==> src/rtl/riscv_core_rob_complete_arb.sv <==
// ROB completion arbiter: four per-requester completion FIFOs
// drained two per cycle into the ROB mark ports, round-robin.
module riscv_core_rob_complete_arb #(
  parameter int QDEPTH = 2
) (
  input  logic        clk,
  input  logic        reset,
  input  logic        flush,
  input  logic [3:0]  req_val,
  input  logic [19:0] req_slot,
  output logic [3:0]  req_rdy,
  output logic        cmp_val_A,
  output logic [4:0]  cmp_slot_A,
  output logic        cmp_val_B,
  output logic [4:0]  cmp_slot_B,
  output logic        busy
);

  localparam int PW = (QDEPTH == 4) ? 2 : 1;
  localparam int CW = 3;
  localparam logic [CW-1:0] QD = CW'(QDEPTH);

  logic [4:0]    mem    [4][QDEPTH];
  logic [PW-1:0] rd_ptr [4];
  logic [PW-1:0] wr_ptr [4];
  logic [CW-1:0] count  [4];
  logic [1:0]    rr_ptr;

  logic [3:0] nonempty;
  logic [3:0] enq;
  logic [3:0] deq;
  logic       have_a;
  logic       have_b;
  logic [1:0] a_idx;
  logic [1:0] b_idx;
  logic [1:0] idx;
  logic [1:0] last;
  logic [4:0] head [4];

  // Per-FIFO status, heads and accept decisions
  always_comb begin
    for (int i = 0; i < 4; i++) begin
      nonempty[i] = (count[i] != '0);
      req_rdy[i]  = (count[i] < QD);
      enq[i]      = req_val[i] && req_rdy[i] && !flush;
      head[i]     = mem[i][rd_ptr[i]];
    end
  end

  // Round-robin scan: first candidate to A, second to B
  always_comb begin
    have_a = 1'b0;
    have_b = 1'b0;
    a_idx  = 2'd0;
    b_idx  = 2'd0;
    idx    = 2'd0;
    for (int k = 0; k < 4; k++) begin
      idx = rr_ptr + 2'(k);
      if (nonempty[idx]) begin
        if (!have_a) begin
          have_a = 1'b1;
          a_idx  = idx;
        end else if (!have_b) begin
          have_b = 1'b1;
          b_idx  = idx;
        end
      end
    end
    last = have_b ? b_idx : a_idx;
    for (int i = 0; i < 4; i++) begin
      deq[i] = (have_a && a_idx == 2'(i)) ||
               (have_b && b_idx == 2'(i));
    end
  end

  // Completion ports and busy flag
  always_comb begin
    cmp_val_A  = have_a;
    cmp_slot_A = have_a ? head[a_idx] : 5'd0;
    cmp_val_B  = have_b;
    cmp_slot_B = have_b ? head[b_idx] : 5'd0;
    busy       = |nonempty;
  end

  // FIFO storage writes; contents need no reset
  always_ff @(posedge clk) begin
    for (int i = 0; i < 4; i++) begin
      if (!reset && enq[i]) begin
        mem[i][wr_ptr[i]] <= req_slot[5*i +: 5];
      end
    end
  end

  // Pointers, occupancy and round-robin state
  always_ff @(posedge clk) begin
    if (reset) begin
      rr_ptr <= 2'd0;
      for (int i = 0; i < 4; i++) begin
        rd_ptr[i] <= '0;
        wr_ptr[i] <= '0;
        count[i]  <= '0;
      end
    end else if (flush) begin
      for (int i = 0; i < 4; i++) begin
        rd_ptr[i] <= '0;
        wr_ptr[i] <= '0;
        count[i]  <= '0;
      end
    end else begin
      if (have_a) begin
        rr_ptr <= last + 2'd1;
      end
      for (int i = 0; i < 4; i++) begin
        if (enq[i]) begin
          wr_ptr[i] <= wr_ptr[i] + PW'(1);
        end
        if (deq[i]) begin
          rd_ptr[i] <= rd_ptr[i] + PW'(1);
        end
        unique case ({enq[i], deq[i]})
          2'b10:   count[i] <= count[i] + 3'd1;
          2'b01:   count[i] <= count[i] - 3'd1;
          default: count[i] <= count[i];
        endcase
      end
    end
  end

endmodule

==> config.mk <==
export PLATFORM = sky130hd
export DESIGN_NAME = riscv_core_rob_complete_arb
export DESIGN_NICKNAME = d
export VERILOG_FILES = /design/src/rtl/riscv_core_rob_complete_arb.sv
export SDC_FILE = /design/constraint.sdc
export NUM_CORES = 1
export LEC_CHECK = 0
export BUFFER_PORTS_ARGS = -buffer_cell sky130_fd_sc_hd__buf_2
export CAP_MARGIN = 20
export CORE_UTILIZATION = 30
export DETAILED_ROUTE_END_ITERATION = 8
export GPL_TIMING_DRIVEN = 0
export SLEW_MARGIN = 5
export SYNTH_ARGS = -nofsm -noshare
export SYNTH_HDL_FRONTEND = slang
export SYNTH_SLANG_ARGS = --single-unit
==> constraint.sdc <==
create_clock -name clk -period 3.8 [get_ports clk]
set_clock_uncertainty 0.1 [all_clocks]
set_input_delay 0.95 -clock clk [delete_from_list [all_inputs] [get_ports clk]]
set_output_delay 0.95 -clock clk [all_outputs]
set_load 0.02 [all_outputs]
==> metrics <==
Mapped Nets 481; highest cell delay on the worst timing path 0.38 ns; result of the run finished with violations; crit path from count[1][0]; mapped cell area 4202 sq um; drt first pass iters 5; routed vias 3,999; top cells by count, synth edfxtp_1 (58), nor2_1 (40), mux2i_1 (39); antenna cells 0; Core ar. 13,450 sq um; per-instance average area after synthesis 9.659 sq um; count of clock tree sinks 62; drt via density 5.501; proportion of synthesized flip-flops having asynchronous set or reset 0%; cell repeated most along the worst path ha_4; library cell used as clock root buffer clkbuf_16; violated checks negative setup slack; cells taking the most area after synthesis edfxtp_1 (41%), mux2i_1 (9.3%), ha_1 (5.4%), nor2_1 (3.6%), nand2_1 (3.4%); DPL Wire Length 8376 um; pre-CTS worst setup slack -0.6426 ns; gate count of the mapped netlist 435; TritonCTS clock tree done; slowest CP cell edfxtp_1; setup violation total in the final timing report 15; cell with the most instances after synthesis edfxtp_1; wire length of the first global-routing pass 19,360 um; overflow left after global routing 0; clock transition at the registers of the reported paths 0.05 ns; synthesis-stage register bit count 62; final weighted congestion of routability-driven global placement 0.8658; worst hold path type reg -> reg; Syn. warnings 0; post-route core utilization 44.81%; required time reported for the critical path endpoint 2.75 ns; count of flip-flops with a built-in enable after synthesis 58; number of DRC violations after detailed-routing iteration 0 261; hold path start wr_ptr[2]; Critical Path Sink Type primary output; Top FF cell, synth edfxtp_1; CP arrival 3.17 ns; top cell family by delay on the critical path compound AO/OA/AOI/OAI gates; number of buffers created by CTS 9; total detailed-routing wirelength 12,650 um; fmax 237.2 MHz; hold violation count in the final report 0; Initial Util 31.23%; floorplan die area 14,480 sq um; fraction of final layout cells with drive strength greater than 1 40.47%; Site Rows 42; total number of nets in the final design 592; critical path type reg -> out; vias in the first global route 3,816; summed negative setup slack over all endpoints -4.094 ns; overall die height 120.3 um; number of antenna-violating nets in the routed design 0; pin count of the biggest net entering global routing 12; share of the synthesized area in the top cell type 41.45%; origin of the critical flop-to-flop path count[1][0]; final critical-path required period 4.215 ns; placement-stage cell area 4698 sq um; routed length per instance 17.41 um; global-route usage over all layers 17.09%; boundary pin count 44; maximum fanout encountered on the critical timing path 5; share of the clock period used by the worst path after layout 110.9%; transition time at the pin with the least slew margin 0.9681 ns; DRC Markers 0; final worst setup slack -0.4154 ns; maximum count of clock buffers along a single path 2; antenna violations before repair 0; Area Growth Syn to Fin 43.48%; startpoint type of the worst setup path flop; normalized max-slew margin 34.96%; Worst Path Buf+Inv 3; count of pins over their slew limit 0; Distinct cells, synth 60; number of levels the H-tree was split into 3; source-to-sink clock delay at the later pin of the worst-skew pair 0.33 ns; post-route standard cell area excluding fillers 6028 sq um; cells along the critical path inv_2, ha_4, nor2b_4, buf_6, o211ai_1, o31a_1, ha_4, a21oi_2, a221o_1, a31o_4, o211ai_4, mux2i_1, nor2_1, buf_4; width of the die 120.3 um; unrepaired setup endpoints after global routing yes; max cap viols 0; count of input and output buffers 43; post-synthesis sequential area ratio 43.36%; cell taking the most area after synthesis edfxtp_1
-- routing by layer --
| layer | GRT usage (%) | vias up | wire length (um) |
|---|---|---|---|
| met5 | 0 | - | 0 |
| met4 | 7.022 | 0 | 371 |
| met3 | 2.075 | 41 | 742 |
| met2 | 29.06 | 196 | 6242 |
| met1 | 21.93 | 1907 | 5298 |
| li1 | - | 1855 | - |
-- registers in the layout, summed over array words and instances (netlist names) --
| register | flops |
|---|---|
| count | 12 |
| rd_ptr | 4 |
| wr_ptr | 4 |
| mem | 40 |
| rr_ptr | 2 |
-- cell type report --
cell class	instances	area [sq um]
Fill cell	1261	7425
Multi-Input combinational cell	317	2656
Sequential cell	62	1823
Timing Repair Buffer	99	699.4
Clock buffer	10	229.0
Tap cell	176	220.2
Buffer	27	198.9
Inverter	30	115.1
Clock inverter	6	86.33
-- final timing paths --
kind,to,slack (ns),depth (start not counted)
max,cmp_slot_B[4],-0.42,14
min,wr_ptr[2],0.45,2
max reg2reg,count[2][2],-0.27,22
min reg2reg,wr_ptr[2],0.45,2
-- metrics by stage --
step	hold slack, ns	cells
after floorplan	0.3984	435
after global placement	0.4165	654
after detailed placement	0.4312	654
after CTS	0.4494	705
after global routing	0.5044	727
final	0.4466	727
-- cell usage in the layout (no fill, tap or decap), drive strengths merged, types with 7 or more instances in the layout --
cell,instances
clkbuf,20
a21oi,19
nor3,18
o211ai,7
mux2i,39
buf,116
o21ai,28
nor2,41
nor2b,7
a221oi,8
inv,30
edfxtp,58
nand2,38
ha,18
nand3,15
-- timing repair --
action	4_1_cts	5_1_grt
endpoints found under the hold margin	0	0
resized for setup	74	61
cloned	1	0
pin swaps	14	20
hold buffers	0	0
buffers inserted	35	24
endpoints found under the setup margin	26	23
-- worst reg2reg max path, cell delays in order, from the launching register on --
cell and delay, ns:
edfxtp_1 0.38, inv_2 0.07, ha_4 0.16, nor2b_4 0.13, buf_6 0.13, o211ai_1 0.20, o31a_1 0.26, ha_4 0.17
a21oi_2 0.03, a221o_1 0.36, a31o_4 0.24, buf_6 0.13, o211ai_4 0.10, nor3b_2 0.08, a21oi_2 0.22, inv_2 0.07
ha_4 0.25, nor4_4 0.19, nand2_1 0.11, nand3_2 0.11, inv_2 0.05, a221oi_2 0.21, a21oi_1 0.06
-- kinds of logic (layout without fill, tap and decap cells) --
| logic type | after synthesis | in the layout | share of synthesized area (%) |
|---|---|---|---|
| simple gates | 142 | 142 | 15.90 |
| compound gates | 108 | 109 | 17.96 |
| flops | 62 | 62 | 43.36 |
| buf+inv | 57 | 172 | 5.687 |
| mux | 44 | 44 | 10.63 |
| fa+ha+maj | 19 | 19 | 5.837 |
| xor+xnor | 3 | 3 | 0.6255 |
Power is left out: the tool's default activity adds up to more than one toggle a clock period on the data nets, which glitch-free logic cannot reach.
